<file path="src/rtl/pipe_adder_nb.sv">
// pipe_adder_nb: carry-chunked pipelined adder/subtractor with valid/ready flow control.
// Define PIPE_ADDER_OVF_EN to add the aligned signed-overflow output ovf.
module pipe_adder_nb #(
    parameter int WIDTH = 16,
    parameter int CHUNK = 4
) (
    input  logic             clk,
    input  logic             rst_n,
    input  logic             in_valid,
    output logic             in_ready,
    input  logic [WIDTH-1:0] a,
    input  logic [WIDTH-1:0] b,
    input  logic             cin,
    input  logic             sub,
    output logic             out_valid,
    input  logic             out_ready,
    output logic [WIDTH-1:0] sum,
    output logic             carry
`ifdef PIPE_ADDER_OVF_EN
    ,
    output logic             ovf
`endif
);
    localparam int NSTG = WIDTH / CHUNK;

    logic r_rdy;
    logic w_stall;

    assign w_stall  = out_valid && !out_ready;
    assign in_ready = r_rdy && !w_stall;

    // keep in_ready low for the cycle in which reset is released
    always_ff @(posedge clk or negedge rst_n) begin
        if (!rst_n) r_rdy <= 1'b0;
        else        r_rdy <= 1'b1;
    end

    for (genvar k = 0; k < NSTG; k++) begin : g_stg
        localparam int WO = WIDTH - k * CHUNK;
        logic                   w_vi;
        logic                   w_ci;
        logic [WO-1:0]          w_ai;
        logic [WO-1:0]          w_bi;
        logic [CHUNK:0]         w_add;
        logic [(k+1)*CHUNK-1:0] w_s;
        logic                   r_v;
        logic                   r_c;
        logic [(k+1)*CHUNK-1:0] r_s;

        if (k == 0) begin : g_src
            assign w_vi = in_valid && in_ready;
            assign w_ai = a;
            assign w_bi = sub ? ~b : b;
            assign w_ci = sub | cin;
            assign w_s  = w_add[CHUNK-1:0];
        end else begin : g_src
            assign w_vi = g_stg[k-1].r_v;
            assign w_ai = g_stg[k-1].g_op.r_a;
            assign w_bi = g_stg[k-1].g_op.r_b;
            assign w_ci = g_stg[k-1].r_c;
            assign w_s  = {w_add[CHUNK-1:0], g_stg[k-1].r_s};
        end

        assign w_add = {1'b0, w_ai[CHUNK-1:0]} + {1'b0, w_bi[CHUNK-1:0]} + {{CHUNK{1'b0}}, w_ci};

        // advance valid; result chunks and chunk carry move only with a valid word so bubbles leave them intact
        always_ff @(posedge clk or negedge rst_n) begin
            if (!rst_n) begin
                r_v <= 1'b0;
                r_c <= 1'b0;
                r_s <= '0;
            end else if (!w_stall) begin
                r_v <= w_vi;
                if (w_vi) begin
                    r_c <= w_add[CHUNK];
                    r_s <= w_s;
                end
            end
        end

        if (k < NSTG - 1) begin : g_op
            logic [WO-CHUNK-1:0] r_a;
            logic [WO-CHUNK-1:0] r_b;

            // skew the not-yet-added upper operand chunks along with their word
            always_ff @(posedge clk or negedge rst_n) begin
                if (!rst_n) begin
                    r_a <= '0;
                    r_b <= '0;
                end else if (!w_stall && w_vi) begin
                    r_a <= w_ai[WO-1:CHUNK];
                    r_b <= w_bi[WO-1:CHUNK];
                end
            end
        end
    end

    assign out_valid = g_stg[NSTG-1].r_v;
    assign sum       = g_stg[NSTG-1].r_s;
    assign carry     = g_stg[NSTG-1].r_c;

`ifdef PIPE_ADDER_OVF_EN
    logic r_ovf;
    logic w_sa;
    logic w_sb;
    logic w_sr;

    assign w_sa = g_stg[NSTG-1].w_ai[CHUNK-1];
    assign w_sb = g_stg[NSTG-1].w_bi[CHUNK-1];
    assign w_sr = g_stg[NSTG-1].w_add[CHUNK-1];

    // like-signed effective operands giving a result of the other sign overflow
    always_ff @(posedge clk or negedge rst_n) begin
        if (!rst_n)                                r_ovf <= 1'b0;
        else if (!w_stall && g_stg[NSTG-1].w_vi)   r_ovf <= (w_sa == w_sb) && (w_sr != w_sa);
    end

    assign ovf = r_ovf;
`endif
endmodule

</file>
<file path="config.mk">
export PLATFORM = sky130hd
export DESIGN_NAME = pipe_adder_nb
export DESIGN_NICKNAME = d
export VERILOG_FILES = /design/src/rtl/pipe_adder_nb.sv
export SDC_FILE = /design/constraint.sdc
export NUM_CORES = 1
export LEC_CHECK = 0
export ABC_AREA = 1
export BUFFER_PORTS_ARGS = -buffer_cell sky130_fd_sc_hd__buf_2
export CORE_ASPECT_RATIO = 2
export CORE_MARGIN = 1.5
export CORE_UTILIZATION = 57
export DETAILED_ROUTE_END_ITERATION = 10
export PLACE_DENSITY = 0.79
export SYNTH_ARGS = -nofsm -noshare
export SYNTH_HDL_FRONTEND = slang
export SYNTH_SLANG_ARGS = --single-unit
</file>
<file path="constraint.sdc">
create_clock -name clk -period 1.8 [get_ports clk]
set_input_delay 0.09 -clock clk [delete_from_list [all_inputs] [get_ports clk]]
set_output_delay 0.09 -clock clk [all_outputs]
set_load 0.005 [all_outputs]
</file>
**Word-level counts from Yosys, hierarchy flattened**

Cells that the tools add are included.

- Bits in registers: 97
- Input port bits: 38
- Word-level logic and storage cells: 43

- Add/subtract/negate cells: 8
- Mux-type cells: 1
- Bitwise gates (word level): 3
- Reduce and logical (&&, ||, !) cells: 12

Operator list:

| cell | count |
|---|---|
| 4-bit by 4-bit adder with 5-bit output | 4 |
| 5-bit by 1-bit adder with 5-bit output | 4 |
| 16-bit 2-to-1 mux | 1 |
| 16-bit inverter | 1 |
| 2-bit AND reduction | 4 |
| 1-bit logical AND | 6 |
| 1-bit logical NOT | 2 |
| 1-bit inverter | 1 |
| 1-bit OR | 1 |

**Depth between registers and ports, before layout**

Gate-level depths: netlist of run 1.

- Word-level depth: 6
- Mapped depth: 10
- Depth with buffers taken out: 9

**Worst setup path before layout of run 1**

OpenSTA, ideal clock, no wires.

- Kind: input -> register
- Start: in sub
- End: reg g_stg[0].r_s[1]
- Data arrival time: 1,712 ps
- Slack: 14 ps
- Stages on the path: 7
- Path buffers: 2
- Path through: buf_4 > buf_4 > or2_2 > fa_1 > inv_1 > fa_1 > o21ai_2

- Longest elaborated chain between the ends: 3
- Elaborated cells on any way between the ends: 4
- Those cells by class: add/sub (2); mux (1); bitwise (1)

RTL lines:

| what | RTL line | RTL |
|---|---|---|
| from (decl) | 14 | `input logic sub,` |
| 16-bit 2-to-1 mux | 53 | `assign w_bi = sub ? ~b : b;` |
| 4-bit by 4-bit adder with 5-bit output | 64 | `assign w_add = {1'b0, w_ai[CHUNK-1:0]} + {1'b0, w_bi[CHUNK-1:0]} + {{CHUNK{1'b0}}, w_ci};` |
| 5-bit by 1-bit adder with 5-bit output * | 64 |  |
| to (signal assigned) | 76 | `r_s <= w_s;` |
| to (decl) | 48 | `logic [(k+1)*CHUNK-1:0] r_s;` |

Mark *: on every way between the ends. The rest lies on a longest branch, timed or not.
A chain may end at the register's enable or synchronous reset.

**Final worst setup path of run 1**

- Start: reg g_stg[1].r_c
- End: reg g_stg[2].r_c

- Longest elaborated chain between the ends: 1

RTL lines:

| what | RTL line | RTL |
|---|---|---|
| from (decl) | 47 | `logic r_c;` |
| from (signal assigned) | 75 | `r_c <= w_add[CHUNK];` |
| 5-bit by 1-bit adder with 5-bit output | 64 |  |
| to (signal assigned) | 75 |  |
| to (decl) | 47 |  |

No other way between the ends.

==> key figures, run 1 <==
Power
  • Sequential group share of total power: 0.452
  • Cell Pwr Density: 1472 nW/um2
  • Switching power of the nets: 2.588 mW
  • Clock Power Share: 0.235
  • Internal portion of total power: 5.030 mW
  • Leakage dissipation: 2.744 nW
  • Share of total power consumed by net switching: 0.3397
  • Comb power frac: 0.313
  • Peak supply drop: 0.0007066 V

Timing
  • Achievable Freq: 0.6068 GHz
  • Count of endpoints failing hold in the final timing report: 0
  • Sum Neg Setup Slack: 0 ps
  • Post-route fraction of the period consumed by the critical path: 0.9156
  • Unrepaired setup endpoints after global routing: false
  • Setup Viol. Count Final: 0
  • Minimum period implied by the final worst setup slack: 1648 ps
  • Number of pins with negative max-slew slack in the final report: 0
  • Post-Route Hold Slack: 26.47 ps
  • Worst Skew: 5.078 ps

Placed design
  • Standard cell area after detailed placement: 4771 um2
  • Placer's final routability congestion estimate: 0.7791
  • HPWL after detailed placement: 5601 um
  • Number of cells after detailed placement: 617
  • Port Buffers: 56

Global route
  • Pin count of the biggest net entering global routing: 47
  • Global-route wire length before repair: 13,790 um
  • Vias in the first global route: 3,174
  • Antenna violations before repair: 0
  • Overall routing resource usage: 0.2156
  • GRT Residual Overflow: 0

CTS
  • Clock tree from TritonCTS: built
  • Post-CTS setup buffers: 0
  • Inserted Clock Buffers: 9
  • Insertion delay of the later-clocked pin in the worst-skew pair: 340 ps
  • Maximum count of clock buffers along a single path: 2
  • CTS H-Tree Depth: 3
  • Number of clock sinks seen by CTS: 97
  • Root Buffer: sky130_fd_sc_hd__clkbuf_16
  • Clock edge transition at the registers on the reported setup and hold paths: 60 ps

Final layout
  • Area growth from synthesis to final layout: 17.26%
  • Ratio of cells with drive above 1 in the final layout: 0.1658
  • Non-Filler Cell Area, Final: 5176 um2
  • Net count, final: 605
  • Final Instance Count excl. Fillers: 643
  • Fill cell instance count of the final layout: 563
  • Inserted Diodes: 0

Die
  • Height of the die: 127.5 um
  • Initial Util: 0.5851
  • I/O pin cnt: 57
  • X dimension of the die: 65.23 um
  • Die area: 8313 um2
  • Floorplan Core Area: 7545 um2
  • Placement Rows: 45

Hold path
  • Hold Path Origin: out_ready
  • Worst hold path class: in -> reg

Setup path
  • Element type at the critical path end: register
  • Critical path start-end classification: reg -> reg
  • Family with the most delay on the worst path: adder cells
  • Highest fanout seen on the critical path: 2
  • Critical Path Source: g_stg[1].r_c
  • R2R Path Start: g_stg[1].r_c
  • Critical Path, Cell by Cell: inv_1, fa_2, fa_1, inv_1, nand2_1, nand2_1, nand2_1, a21oi_1
  • Setup slack of the most critical reg-to-reg path: 150 ps
  • Critical path data required time: 2060 ps
  • Library cell contributing the largest single delay on the critical path: sky130_fd_sc_hd__fa_2
  • Worst Path Arrival: 1910 ps
  • Most numerous cell on the critical path: sky130_fd_sc_hd__nand2_1
  • Combined buffer and inverter count along the critical path: 2
  • Maximum cell stage delay along the critical path: 410 ps
  • Critical Path Source Type: register

Synth
  • Post-synthesis cell count: 476
  • Post-synth top flop: sky130_fd_sc_hd__dfrtp_1
  • Flops & latches, synth: 97
  • Syn_area_per_cell: 9.274 um2
  • Net count after synthesis: 534
  • Post-synthesis instance area: 4414 um2
  • Count of different cell masters after synthesis: 24
  • Yosys warning total: 0
  • Sequential element share of the synthesized area: 0.5499
  • Number of enable flip-flop cells after synthesis: 0
  • Async set or reset register ratio after synthesis: 1.000

Detailed routing
  • Initial DRC count: 149
  • Post-DR vias/cell: 4.924
  • Vias: 3,166
  • Detailed Route WL: 7760 um
  • First-pass iteration count of the detailed router: 4
  • Final routed DRC violation total: 0
  • Routed length per placed instance: 12.07 um
  • Post-route antenna net violation count: 0

Job
  • Max cap viols: 0

Status
  • Outcome: finished clean
## sequential cells by signal, indices dropped and copies added (netlist names)
| name | count |
|---|---|
| carry | 1 |
| g_stg.g_op.r_a | 24 |
| g_stg.g_op.r_b | 24 |
| g_stg.r_c | 3 |
| g_stg.r_s | 24 |
| g_stg.r_v | 3 |
| out_valid | 1 |
| r_rdy | 1 |
| sum | 16 |
## worst paths after layout
check / end / depth (start not counted)
worst max-delay path: g_stg[2].r_c / 8
worst min-delay path: g_stg[1].r_v / 4
max in group asynchronous: g_stg[1].g_op.r_b[4] / 3
min in group asynchronous: g_stg[0].g_op.r_b[3] / 2
worst max register to register: g_stg[2].r_c / 8
worst min register to register: sum[8] / 2
## synth_stat cells (all sizes together), types with 4 or more instances
master  count  share of area
a21oi       4         0.0045
buf        16          0.027
dfrtp      97           0.55
fa          8          0.036
ha         12          0.034
inv        63          0.054
nand2     162           0.14
nand3      14          0.016
nor2        9          0.011
o21ai      70          0.083
xnor2       5         0.0099
xor2       13          0.026
## worst reg2reg max path, cell delays in order, from the launching register on
cell and delay (ps):
sky130_fd_sc_hd__dfrtp_1 330, sky130_fd_sc_hd__inv_1 70, sky130_fd_sc_hd__fa_2 410, sky130_fd_sc_hd__fa_1 400, sky130_fd_sc_hd__inv_1 70, sky130_fd_sc_hd__nand2_1 60
sky130_fd_sc_hd__nand2_1 60, sky130_fd_sc_hd__nand2_1 40, sky130_fd_sc_hd__a21oi_1 130
## power by group through the flow
stage	clock (mW)	combinational (mW)	sequential (mW)
5_1_grt	1.91	2.82	3.54
4_1_cts	1.81	2.42	3.45
3_3_place_gp	0	2.22	3.43
2_1_floorplan	0	1.72	3.40
6_report	1.79	2.39	3.44
3_5_place_dp	0	2.36	3.48
## final cells by class
| type | instances | area, um2 | area share |
|---|---|---|---|
| Sequential cell | 97 | 2427 | 0.4689 |
| Multi-Input combinational cell | 300 | 1629 | 0.3147 |
| Timing Repair Buffer | 76 | 490.5 | 0.09475 |
| Inverter | 63 | 239.0 | 0.04617 |
| Clock buffer | 9 | 225.2 | 0.04351 |
| Tap cell | 94 | 117.6 | 0.02272 |
| Clock inverter | 4 | 47.55 | 0.009185 |
## per-layer routing
metal  global-route usage  routed length (um)
met2               0.3758                4200
met3              0.03873                 210
met1               0.2491                3166
met4               0.1078                 183
met5                    0                   0
## cell families (layout without fill, tap and decap cells)
group	Yosys count	after routing	synth area share
simple gates	186	186	0.1726
flops	97	97	0.5499
buf+inv	79	152	0.08163
compound gates	75	75	0.08900
fa+ha+maj	20	20	0.07029
xor+xnor	18	18	0.03571
other cells	1	1	0.0008495
## through the flow
step	setup slack [ps]	power, mW	utilization
3_5_place_dp	79.98	5.845	0.6323
4_1_cts	60.96	7.682	0.6857
3_3_place_gp	148.3	5.651	0.6323
5_1_grt	24.53	8.281	0.6861
2_1_floorplan	14.40	5.118	-
6_report	151.9	7.618	0.6861
## repair_timing
action,CTS,global route
hold buffers,13,0
resized for setup,0,1
endpoints found under the hold margin,44,0
endpoints found under the setup margin,0,2
## layout by cell type, fill, tap and decap left out, drive strengths merged
| cell type | count |
|---|---|
| dlygate4sd3 | 13 |
| a22oi | 1 |
| clkinvlp | 1 |
| xnor2 | 5 |
| xor2 | 13 |
| conb | 1 |
| or2 | 1 |
| o21ai | 70 |
| clkbuf | 9 |
| a21oi | 4 |
| nand2 | 162 |
| ha | 12 |
| nor2 | 9 |
| fa | 8 |
| inv | 63 |
| dfrtp | 97 |
| buf | 63 |
| clkinv | 2 |
| nand3 | 14 |
| bufinv | 1 |
Note: power is estimated with default switching activity, not from simulation.
==> run 2, diff against run 1 <==
PLACE_DENSITY = 0.88   (was 0.79)
SLEW_MARGIN = 20   (was not set)
==> key figures, run 2 (synthesis gave the netlist of run 1 again) <==
Timing
  • Unrepaired setup endpoints after global routing: false
  • Setup Viol. Count Final: 0 (unchanged)
  • Number of pins with negative max-slew slack in the final report: 0 (unchanged)
  • Worst Skew: 3.404 ps (-1.674 ps)
  • Sum Neg Setup Slack: 0 ps (unchanged)
  • Minimum period implied by the final worst setup slack: 1669 ps (+20.55 ps)
  • Post-route fraction of the period consumed by the critical path: 0.9270 (+0.01141)
  • Achievable Freq: 0.5993 GHz (-1.2%)
  • Count of endpoints failing hold in the final timing report: 0 (unchanged)

CTS
  • Post-CTS setup buffers: 0 (unchanged)
  • Inserted Clock Buffers: 9 (unchanged)
  • Root Buffer: sky130_fd_sc_hd__clkbuf_16
  • Clock edge transition at the registers on the reported setup and hold paths: 60 ps (about the same)
  • Number of clock sinks seen by CTS: 97 (unchanged)
  • Clock tree from TritonCTS: built
  • Insertion delay of the later-clocked pin in the worst-skew pair: 340 ps (about the same)
  • CTS H-Tree Depth: 3 (unchanged)
  • Maximum count of clock buffers along a single path: 2 (unchanged)

Global route
  • GRT Residual Overflow: 0 (unchanged)
  • Vias in the first global route: 3,319 (+4.6%)
  • Global-route wire length before repair: 14,200 um (+3.0%)
  • Pin count of the biggest net entering global routing: 47 (unchanged)
  • Overall routing resource usage: 0.2233 (+0.007664)
  • Antenna violations before repair: 0 (unchanged)

Power
  • Share of total power consumed by net switching: 0.3412 (+0.001471)
  • Peak supply drop: 0.0009750 V (+38%)
  • Sequential group share of total power: 0.441 (-0.011)
  • Clock Power Share: 0.249 (+0.014)
  • Cell Pwr Density: 1502 nW/um2 (+2.1%)
  • Leakage dissipation: 2.762 nW (+0.65%)
  • Final total power: 7.842 mW (+2.9%)
  • Internal portion of total power: 5.166 mW (+2.7%)
  • Comb power frac: 0.310 (-0.003)
  • Switching power of the nets: 2.675 mW (+3.4%)

Final layout
  • Area growth from synthesis to final layout: 18.25%
  • Ratio of cells with drive above 1 in the final layout: 0.1703 (+0.004534)
  • Leading cell type in the layout, fill and taps excluded: sky130_fd_sc_hd__nand2_1
  • Inserted Diodes: 0 (unchanged)
  • Largest regs: g_stg.g_op.r_a (24), g_stg.g_op.r_b (24), g_stg.r_s (24)
  • Most used cells in the layout excluding fill and tap cells: sky130_fd_sc_hd__nand2_1, sky130_fd_sc_hd__dfrtp_1, sky130_fd_sc_hd__inv_1, sky130_fd_sc_hd__buf_2, sky130_fd_sc_hd__o21ai_0
  • Net count, final: 605 (unchanged)

Setup path
  • Critical Path Source Type: register
  • Cells on worst reg2reg path: 8 (unchanged)
  • Element type at the critical path end: register
  • End of the worst register-to-register path: g_stg[2].r_c
  • Setup slack of the most critical reg-to-reg path: 130 ps (-20 ps)
  • Critical path start-end classification: reg -> reg
  • Critical Path, Cell by Cell: inv_1, fa_2, fa_1, inv_1, nand2_1, nand2_1, nand2_1, a21oi_1
  • Maximum cell stage delay along the critical path: 410 ps (about the same)
  • R2R Path Start: g_stg[1].r_c
  • Most numerous cell on the critical path: sky130_fd_sc_hd__nand2_1
  • Worst Path Arrival: 1930 ps (+20 ps)
  • Library cell contributing the largest single delay on the critical path: sky130_fd_sc_hd__fa_2
  • Critical path data required time: 2070 ps (about the same)
  • Highest fanout seen on the critical path: 2 (unchanged)

Detailed routing
  • Vias: 3,247 (+2.6%)
  • Final routed DRC violation total: 0 (unchanged)
  • Routed length per placed instance: 12.61 um (+4.5%)
  • Initial DRC count: 121 (-19%)
  • Post-route antenna net violation count: 0 (unchanged)
  • Post-DR vias/cell: 5.026 (+2.1%)
  • Detailed Route WL: 8146 um (+5.0%)
  • First-pass iteration count of the detailed router: 4 (unchanged)

Hold path
  • Worst hold path cell count: 4 (unchanged)
  • Worst hold path class: in -> reg
  • Hold Path Origin: out_ready
  • End point of the most critical hold path: g_stg[1].r_v

Die
  • Die area: 8313 um2 (unchanged)
  • Height of the die: 127.5 um (unchanged)
  • Placement Rows: 45 (unchanged)
  • Floorplan Core Area: 7545 um2 (unchanged)
  • I/O pin cnt: 57 (unchanged)
  • X dimension of the die: 65.23 um (unchanged)
  • Initial Util: 0.5851 (unchanged)

Job
  • Max cap viols: 0 (unchanged)

Placed design
  • HPWL after detailed placement: 5835 um (+4.2%)
  • Placer's final routability congestion estimate: 0.8597 (+10%)
  • Port Buffers: 56 (unchanged)

Status
  • Outcome: finished clean
## run 2: worst max-delay path by stage
stage                         start         endpoint  slack (ps)
6_report               g_stg[1].r_c     g_stg[2].r_c         130
4_1_cts                g_stg[1].r_c     g_stg[2].r_c          60
2_1_floorplan                   sub  g_stg[0].r_s[1]          10
5_1_grt                g_stg[1].r_c     g_stg[2].r_c          20
3_5_place_dp   g_stg[1].g_op.r_a[0]     g_stg[2].r_c         100
3_3_place_gp           g_stg[1].r_c     g_stg[2].r_c         160
## run 2: power groups by stage
stage	logic (mW)	registers (mW)	clock network [mW]
6_report	2.43	3.46	1.95
5_1_grt	2.84	3.56	2.07
4_1_cts	2.45	3.46	2.00
3_5_place_dp	2.38	3.49	0
3_3_place_gp	2.22	3.43	0
2_1_floorplan	1.72	3.40	0
## run 2: repair_timing
action | 4_1_cts | 5_1_grt
endpoints found under the setup margin | 0 | 1
hold buffers | 13 | 0
endpoints found under the hold margin | 48 | 0
resized for setup | 0 | 1
## run 2: cell type report
cell class	count	area, um2
Fill cell	565	2325
Inverter	63	239.0
Sequential cell	97	2427
Multi-Input combinational cell	300	1629
Tap cell	94	117.6
Clock buffer	12	266.5
Timing Repair Buffer	76	490.5
Clock inverter	4	50.05
## run 2: critical path, delay by kind of cell (launching register included)
kind	cells	cell delay, ps
simple gates	3	170
buf+inv	2	150
flops	1	340
compound gates	1	140
fa+ha+maj	2	800
## run 2: per-stage QoR
stage / std cells / util / worst slack [ps] / area (um2) / hold WS [ps]
4_1_cts: 646 / 0.6915 / 56.88 / 5218 / 21.54
2_1_floorplan: 476 / - / 14.40 / 4414 / -205.6
5_1_grt: 646 / 0.6919 / 21.93 / 5220 / 43.80
3_3_place_gp: 617 / 0.6323 / 160.2 / 4771 / 76.55
6_report: 646 / 0.6919 / 131.4 / 5220 / 35.21
3_5_place_dp: 617 / 0.6323 / 99.54 / 4771 / 84.11
## run 2: routing by layer
metal | part of all wire | vias up | global-route usage
met5 | 0 | - | 0
met4 | 0.024 | 0 | 0.1066
met3 | 0.031 | 18 | 0.04665
met2 | 0.58 | 70 | 0.4160
met1 | 0.36 | 1544 | 0.2286
li1 | - | 1615 | -
